File: src/rtl/traffic_pkg.sv
// Lamp and phase encodings plus default dwell constants for the phase scheduler.
// The PW phase is only reachable in builds that define PED_WALK_EN.
package traffic_pkg;

    typedef enum logic [1:0] {
        RED    = 2'd0,
        YELLOW = 2'd1,
        GREEN  = 2'd2
    } lamp_t;

    // state | meaning
    // HG    | highway green, waiting for demand and minimum dwell
    // HY    | highway yellow
    // AR1   | all-red clearance before the country road
    // CG    | country green, capped dwell
    // CY    | country yellow
    // AR2   | all-red clearance before highway or walk
    // PW    | pedestrian walk, both roads red
    typedef enum logic [2:0] {
        HG  = 3'd0,
        HY  = 3'd1,
        AR1 = 3'd2,
        CG  = 3'd3,
        CY  = 3'd4,
        AR2 = 3'd5,
        PW  = 3'd6
    } state_t;

    localparam int DEF_TW       = 4;
    localparam int DEF_MIN_HG   = 8;
    localparam int DEF_YEL      = 3;
    localparam int DEF_ALLRED   = 1;
    localparam int DEF_MAX_CG   = 6;
    localparam int DEF_PED_TIME = 4;

    // Unknown codes decode like HG so the lamps fall back to the safe pattern.
    function automatic lamp_t hwy_of(input state_t s);
        case (s)
            HY:                    hwy_of = YELLOW;
            AR1, CG, CY, AR2, PW:  hwy_of = RED;
            default:               hwy_of = GREEN;
        endcase
    endfunction

    function automatic lamp_t cntry_of(input state_t s);
        case (s)
            CG:      cntry_of = GREEN;
            CY:      cntry_of = YELLOW;
            default: cntry_of = RED;
        endcase
    endfunction

endpackage

File: src/rtl/dwell_timer.sv
// Dwell counter for the phase scheduler: synchronous clear, otherwise counts up and
// holds at all-ones. Identical in PED_WALK_EN and default builds.
module dwell_timer #(
    parameter int TW = 4
) (
    input  logic          clock,
    input  logic          clear_n,
    input  logic          clr,
    output logic [TW-1:0] count
);

    logic [TW-1:0] count_q;
    logic [TW-1:0] count_d;

    always_comb begin
        count_d = count_q;
        if (clr) begin
            count_d = '0;
        end else if (count_q != {TW{1'b1}}) begin
            count_d = count_q + TW'(1);
        end
    end

    always_ff @(posedge clock or negedge clear_n) begin
        if (!clear_n) begin
            count_q <= '0;
        end else begin
            count_q <= count_d;
        end
    end

    assign count = count_q;

endmodule

File: src/rtl/traffic_phase_scheduler.sv
// Timed highway/country intersection sequencer with registered lamp outputs.
// Define PED_WALK_EN to add the ped_req/walk ports and the pedestrian walk phase.
module traffic_phase_scheduler
    import traffic_pkg::*;
#(
    parameter int TW       = DEF_TW,
    parameter int MIN_HG   = DEF_MIN_HG,
    parameter int YEL      = DEF_YEL,
    parameter int ALLRED   = DEF_ALLRED,
    parameter int MAX_CG   = DEF_MAX_CG,
    parameter int PED_TIME = DEF_PED_TIME
) (
    input  logic       clock,
    input  logic       clear_n,
    input  logic       x,
`ifdef PED_WALK_EN
    input  logic       ped_req,
    output logic       walk,
`endif
    output logic [1:0] hwy,
    output logic [1:0] cntry,
    output logic [2:0] phase
);

    state_t        state_q;
    state_t        state_d;
    lamp_t         hwy_q;
    lamp_t         hwy_d;
    lamp_t         cntry_q;
    lamp_t         cntry_d;
    logic [TW-1:0] timer;
    logic          timer_clr;
    logic          ped_pend;

    logic hg_min_done;
    logic yel_done;
    logic allred_done;
    logic cg_cap_done;
    logic walk_done;

    dwell_timer #(
        .TW(TW)
    ) u_dwell_timer (
        .clock   (clock),
        .clear_n (clear_n),
        .clr     (timer_clr),
        .count   (timer)
    );

    // A dwell of D cycles ends on the cycle where the timer reads D-1.
    assign hg_min_done = (timer >= TW'(MIN_HG - 1));
    assign yel_done    = (timer == TW'(YEL - 1));
    assign allred_done = (timer == TW'(ALLRED - 1));
    assign cg_cap_done = (timer == TW'(MAX_CG - 1));
    assign walk_done   = (timer == TW'(PED_TIME - 1));

`ifdef PED_WALK_EN
    logic ped_pend_q;
    logic ped_pend_d;
    logic walk_q;
    logic walk_d;

    assign ped_pend = ped_pend_q;
`else
    assign ped_pend = 1'b0;
`endif

    always_comb begin
        state_d = HG;
        case (state_q)
            HG: begin
                if ((x || ped_pend) && hg_min_done) state_d = HY;
                else                                state_d = HG;
            end
            HY: begin
                if (yel_done) state_d = AR1;
                else          state_d = HY;
            end
            AR1: begin
                if (allred_done) state_d = x ? CG : AR2;
                else             state_d = AR1;
            end
            CG: begin
                if (!x || cg_cap_done) state_d = CY;
                else                   state_d = CG;
            end
            CY: begin
                if (yel_done) state_d = AR2;
                else          state_d = CY;
            end
            AR2: begin
                if (allred_done) state_d = ped_pend ? PW : HG;
                else             state_d = AR2;
            end
            PW: begin
                if (walk_done) state_d = HG;
                else           state_d = PW;
            end
            default: state_d = HG;
        endcase
    end

    assign timer_clr = (state_d != state_q);
    assign hwy_d     = hwy_of(state_d);
    assign cntry_d   = cntry_of(state_d);

`ifdef PED_WALK_EN
    // A request arriving on the PW-entry edge outranks the clear and is kept.
    assign ped_pend_d = ped_req || (ped_pend_q && !((state_d == PW) && (state_q != PW)));
    assign walk_d     = (state_d == PW);
`endif

    always_ff @(posedge clock or negedge clear_n) begin
        if (!clear_n) begin
            state_q    <= HG;
            hwy_q      <= GREEN;
            cntry_q    <= RED;
`ifdef PED_WALK_EN
            walk_q     <= 1'b0;
            ped_pend_q <= 1'b0;
`endif
        end else begin
            state_q    <= state_d;
            hwy_q      <= hwy_d;
            cntry_q    <= cntry_d;
`ifdef PED_WALK_EN
            walk_q     <= walk_d;
            ped_pend_q <= ped_pend_d;
`endif
        end
    end

    assign hwy   = hwy_q;
    assign cntry = cntry_q;
    assign phase = state_q;
`ifdef PED_WALK_EN
    assign walk  = walk_q;
`endif

endmodule

File: config.mk
export PLATFORM = sky130hd
export DESIGN_NAME = traffic_phase_scheduler
export DESIGN_NICKNAME = d
export VERILOG_FILES = /design/src/rtl/traffic_pkg.sv /design/src/rtl/dwell_timer.sv /design/src/rtl/traffic_phase_scheduler.sv
export SDC_FILE = /design/constraint.sdc
export NUM_CORES = 1
export LEC_CHECK = 0
export CORE_UTILIZATION = 40
export DETAILED_ROUTE_END_ITERATION = 6
export PLACE_DENSITY = 0.73
export SLEW_MARGIN = 20
export SYNTH_ARGS = -nofsm -noshare
export SYNTH_HDL_FRONTEND = slang
export SYNTH_SLANG_ARGS = --single-unit
File: constraint.sdc
create_clock -name clock -period 1.6 [get_ports clock]
set_input_delay 0.24 -clock clock [delete_from_list [all_inputs] [get_ports clock]]
set_output_delay 0.24 -clock clock [all_outputs]
set_load 0.05 [all_outputs]
# After elaboration in Yosys (flattened, before gate mapping)
# Index checks and enable logic that the tools add are counted.
[word_totals] register_bits=11 inputBits=3 wordCells=43
[classes] addsub=1 order_cmp=1 n_eq_ne=17 muxes=13 n_reduce_logical=7
[ops] cell="$pmux W3 S7" count=1
[ops] cell="$eq A3 B3 Y1 const B" count=6
[ops] cell="$mux W3" count=5
[ops] cell="$eq A3 B2 Y1 const B" count=4
[ops] cell="$eq A4 B2 Y1 const B" count=2
[ops] cell="$mux W4" count=2
[ops] cell="$pmux W2 S2" count=2
[ops] cell="$eq A3 B1 Y1 const B" count=2
[ops] cell="$reduce_or A5 Y1" count=1
[ops] cell="$add A4 B1 Y4 const B" count=1
[ops] cell="$eq A4 B3 Y1 const B" count=1
[ops] cell="$ge A4 B3 Y1 const B" count=1
[ops] cell="$logic_not A4 Y1" count=1
[ops] cell="$ne A4 B4 Y1 const B" count=1
[ops] cell="$logic_not A3 Y1" count=1
[ops] cell="$ne A3 B3 Y1" count=1
[ops] cell="$mux W1" count=2
[ops] cell="$mux W2" count=1
[ops] cell="$reduce_bool A2 Y1" count=1
[ops] cell="$logic_and A1 B1 Y1" count=1
[ops] cell="$logic_not A1 Y1" count=1
[ops] cell="$logic_or A1 B1 Y1" count=1

# Logic depth before layout (Yosys ltp)
[depth] depth_word=7 ltp_mapped=7 mapped_depth_nobuf=7

# Hierarchy
# From an unflattened synthesis, not the netlist that was laid out.
[unflattened] cells_unflattened=66 area_unflattened_um2=678.2
[modules_own_cells] mod="traffic_phase_scheduler" instances=1 cells_per_inst=47 area_each_um2=464.2 seq_area_each_um2=176.4
[modules_own_cells] mod="dwell_timer" instances=1 cells_per_inst=19 area_each_um2=214.0 seq_area_each_um2=100.1

# Worst setup path after synthesis
# No wires, ideal clock.
[synth_timing] path_kind="flip-flop to flip-flop" from="register state_q[1] (netlist: phase[1])" to="register cntry_q[0] (netlist: cntry[0])" setup_time_ns=0.120 arrival_time_ns=1.716 path_slack_ns=-0.236 path_stages_with_launch=6 path_buffers=1 period_less_slack_ns=1.836 cell_sequence="dfrtp_1 buf_2 or4b_1 o2bb2ai_2 a221oi_2 and3_1"
[synth_between] elab_chain_cells=4
[synth_lines] element="from (decl)" line_no="traffic_phase_scheduler.sv:25" source="state_t state_q;"
[synth_lines] element="from (signal assigned)" line_no="traffic_phase_scheduler.sv:123" source="state_q <= state_d;"
[synth_lines] element="$eq A3 B3 Y1, or another cell as far along" line_no="traffic_phase_scheduler.sv:70" source="case (state_q)"
[synth_lines] element="$pmux W3 S7 (*)" line_no="traffic_phase_scheduler.sv:70"
[synth_lines] element="$eq A3 B3 Y1 / $eq A3 B2 Y1 (equally long branches)" line_no="traffic_pkg.sv:46" source="case (s)"
[synth_lines] element="$pmux W2 S2 (*)" line_no="traffic_pkg.sv:46"
[synth_lines] element="named net cntry_d[0]" line_no="traffic_phase_scheduler.sv:30" source="lamp_t cntry_d;"
[synth_lines] element="to (signal assigned)" line_no="traffic_phase_scheduler.sv:125" source="cntry_q <= cntry_d;"
[synth_lines] element="to (decl)" line_no="traffic_phase_scheduler.sv:29" source="lamp_t cntry_q;"
# Mark *: on every way through the listed nets, which the timed path passes. The rest lies on a longest branch.
# A chain may end at the register's enable or synchronous reset.

# Final worst setup path
[layout_timing] from="register u_dwell_timer.count_q[0] (netlist: u_dwell_timer.count[0])" to="register cntry_q[0] (netlist: cntry[0])"
[layout_between] elab_chain_cells=6
[layout_lines] element="from (decl)" line_no="dwell_timer.sv:12" source="logic [TW-1:0] count_q;"
[layout_lines] element="from (signal assigned)" line_no="dwell_timer.sv:28" source="count_q <= count_d;"
[layout_lines] element="$ge A4 B3 Y1 / $eq A4 B3 Y1 (equally long branches)" line_no="traffic_phase_scheduler.sv:51, traffic_phase_scheduler.sv:54"
[layout_lines] element="$logic_and A1 B1 Y1 / $logic_or A1 B1 Y1 (equally long branches)" line_no="traffic_phase_scheduler.sv:72, traffic_phase_scheduler.sv:84"
[layout_lines] element="$mux W1 / $mux W3 (equally long branches)" line_no="traffic_phase_scheduler.sv:72, traffic_phase_scheduler.sv:84"
[layout_lines] element="$pmux W3 S7 (*)" line_no="traffic_phase_scheduler.sv:70"
[layout_lines] element="$eq A3 B3 Y1 / $eq A3 B2 Y1 (equally long branches)" line_no="traffic_pkg.sv:46"
[layout_lines] element="$pmux W2 S2 (*)" line_no="traffic_pkg.sv:46"
[layout_lines] element="named net cntry_d[0]" line_no="traffic_phase_scheduler.sv:30"
# Marks and branches as above.

==> flow_summary_export.csv <==
group,metric,value,unit
floorplan,die_w,46.6,um
drt,viasPerCell,5.36,
cts,cts_tree,"built",
job,drv_cap,0,
cts,cts_buffers,3,
cts,cts.clk_slew.worst_paths,60,ps
place,place_congestion,0.967,
critical_path,critPathMaxStageDelay,400,ps
drt,drtIter0Drc,7,
floorplan,die_area,0.00217,mm2
critical_path,critPathBufInv,1,
cts,cts_buffer_depth,2,
global_route,gr-total-overflow,0,
critical_path,crit-reg2reg-launch,"u_dwell_timer.count[0]$_DFFE_PN0P_",
logic_synthesis,synth_xor_area_share,1.10,%
sta,worstMarginPinSlew,485,ps
critical_path,cp-startpoint,"u_dwell_timer.count[0]$_DFFE_PN0P_",
sta,period_share,111,%
drt,drcViolationCount,0,
critical_path,arrival,1980,ps
drt,antenna_left,0,
final_layout,mostFrequentLayoutCell,"buf_4",
logic_synthesis,synth_cell_types,39,
sta,fmax,562,MHz
critical_path,cpLargestDelayFamily,"simple AND/OR/NAND/NOR gates",
logic_synthesis,synth_fa_ha_area_share,6.30,%
logic_synthesis,synth-compound-area-share,18.4,%
floorplan,fp-row-count,15,
critical_path,cp_cell_sequence,"inv_2 -> ha_1 -> or3b_4 -> mux2i_1 -> a221oi_4 -> and3_1",
sta,maxSlewViolCount,0,
place,port_buffers,9,
logic_synthesis,synthSimpleGateAreaFrac,27.6,%
drt,num_vias,707,
logic_synthesis,synth_top_family_by_area,"simple AND/OR/NAND/NOR gates",
final_layout,fillers,146,
drt,wl_per_cell,14.1,um
sta,hold_violations,0,
final_layout,final_cell_mix,"buf_4, dfrtp_1, inv_1, nor2_1, nor3_1",
final_layout,fin_nets,115,
sta,setup_ws,-179,ps
global_route,antenna_found_initial,0,
floorplan,io_pins,10,
critical_path,cp.required,1800,ps
pwr,powerDensity,2260,mW/mm2
logic_synthesis,synth.cell_area,795,um2
logic_synthesis,yosysSeqAreaShare,34.8,%
cts,ctsRootBufferMaster,"clkbuf_4",
global_route,grt_max_degree,12,
sta,max_slew_margin,67.6,%
drt,wirelength,1860,um
pwr,power.leakage,0.528,nW
pwr,fin_total_pwr,2.62,mW
logic_synthesis,synth_warnings,0,
sta,setup_viol,10,
floorplan,start_util,44.1,%
critical_path,cp-start-kind,"register",
logic_synthesis,syn_area_per_cell,10.1,um2
sta,fin_skew,1.47,ps
logic_synthesis,synth_cells,79,
final_layout,layout-drive-gt1-share,48.6,%
critical_path,end_kind,"register",
sta,fin_setup_tns,-1250,ps
outcome,status,"finished, violations left",
drt,drtPass1Iterations,5,
logic_synthesis,synth_top_area_share,31.5,%
global_route,grt_pass1_vias,706,
logic_synthesis,synth-seq-cells,11,
final_layout,syn_to_final_growth,46.1,%
worst_hold_path,hold_path_class,"in2async",
sta,grt_setup_unrepaired,"yes",
sta,min_period,1780,ps
logic_synthesis,yosys-top-cells-area,"dfrtp_1, ha_1, mux2i_1",
cts,cts_max_level,1,
logic_synthesis,syn_nets,86,
final_layout,n_antenna_cell,0,
pwr,ir_drop,1.54,mV
critical_path,cp_max_fo,4,
logic_synthesis,synth_mux_area_share,3.78,%
outcome,violations,"negative setup slack",
critical_path,slowest_stage,"dfrtp_1",
global_route,track_usage,20.1,%
place,dp_hpwl,1370,um
cts,clk_latency,260,ps
floorplan,core-area,0.00180,mm2
cts,cts.sinks,11,
floorplan,die_y,46.6,um
logic_synthesis,yosysTopAreaCell,"dfrtp_1",
cts,cts_hold_buffers,0,
critical_path,critical_path_class,"reg2reg",
global_route,grt_pass1_wl,3050,um
[flip-flops by register name (all words and copies together), names as in the netlist]
register and cells:
u_dwell_timer.count 4, phase 3, cntry 2, hwy 2
[area by class of cell]
cell class	count	area, um2	share of cell area, %
flip-flops and latches	11	280	24.1
clock buffers	4	26.3	2.26
inverters	7	26.3	2.26
repair buffers	29	273	23.5
multi-input cells	56	524	45.2
well taps	25	31.3	2.69
[repair_timing]
item                       CTS  global route
setup buffers                1             1
setup endpoints to repair   11            11
pin swaps                    3             3
gates resized for setup      4             6
[synth_stat cells (all sizes together)]
cell	count
a211o	1
a211oi	1
a21o	1
a21oi	2
a221oi	2
a2bb2oi	1
a31o	1
and3	1
and3b	1
buf	5
dfrtp	10
dfstp	1
ha	4
inv	7
mux2i	3
nand2	1
nand2b	4
nand3	2
nand3b	2
nand4	1
nor2	6
nor3	6
nor3b	3
nor4b	1
o211ai	1
o21ai	2
o22ai	1
o2bb2ai	1
o311ai	1
o32ai	1
or2b	1
or3b	1
or4b	2
xnor2	1
[worst paths after layout]
kind                       slack (ps)  cells past startpoint                                  to
hold reg to reg                   650                      2                  phase[0]$_DFF_PN0_
max in group asynchronous         940                      1                  phase[1]$_DFF_PN0_
setup reg to reg                 -180                      6                  cntry[0]$_DFF_PN0_
min in group clock                650                      2                  phase[0]$_DFF_PN0_
setup / recovery                 -180                      6                  cntry[0]$_DFF_PN0_
hold / removal                    310                      1  u_dwell_timer.count[0]$_DFFE_PN0P_
[stage by stage]
stage          hold WS, ps  instances  util [%]  cell area (um2)  setup slack (ps)
6_report               306        132      64.4             1160              -179
3_5_place_dp           606        127      59.2             1070              -263
4_1_cts                309        132      62.7             1130              -189
3_3_place_gp           600        127      59.2             1070              -227
2_1_floorplan        -55.6         79         -              813             -97.1
5_1_grt                324        132      64.4             1160              -296
[layer usage]
| layer | wire [um] | up-vias | GRT usage, % |
|---|---|---|---|
| li1 | - | 344 | - |
| met1 | 804 | 341 | 25.1 |
| met2 | 959 | 18 | 33.3 |
| met3 | 67 | 4 | 1.18 |
| met4 | 29 | 0 | 12.4 |
| met5 | 0 | - | 0 |
[kinds of logic after synthesis]
family / after synthesis
fa+ha+maj: 4
mux: 3
compound gates: 16
simple gates: 32
buf+inv: 12
flops: 11
xor+xnor: 1
[power breakdown]
part	internal (mW)	total (mW)	switching [mW]
Combinational	0.920	1.87	0.945
Clock	0.0963	0.181	0.0842
Sequential	0.419	0.575	0.156
Total	1.44	2.62	1.19
Power figures use the tool's default switching activity.
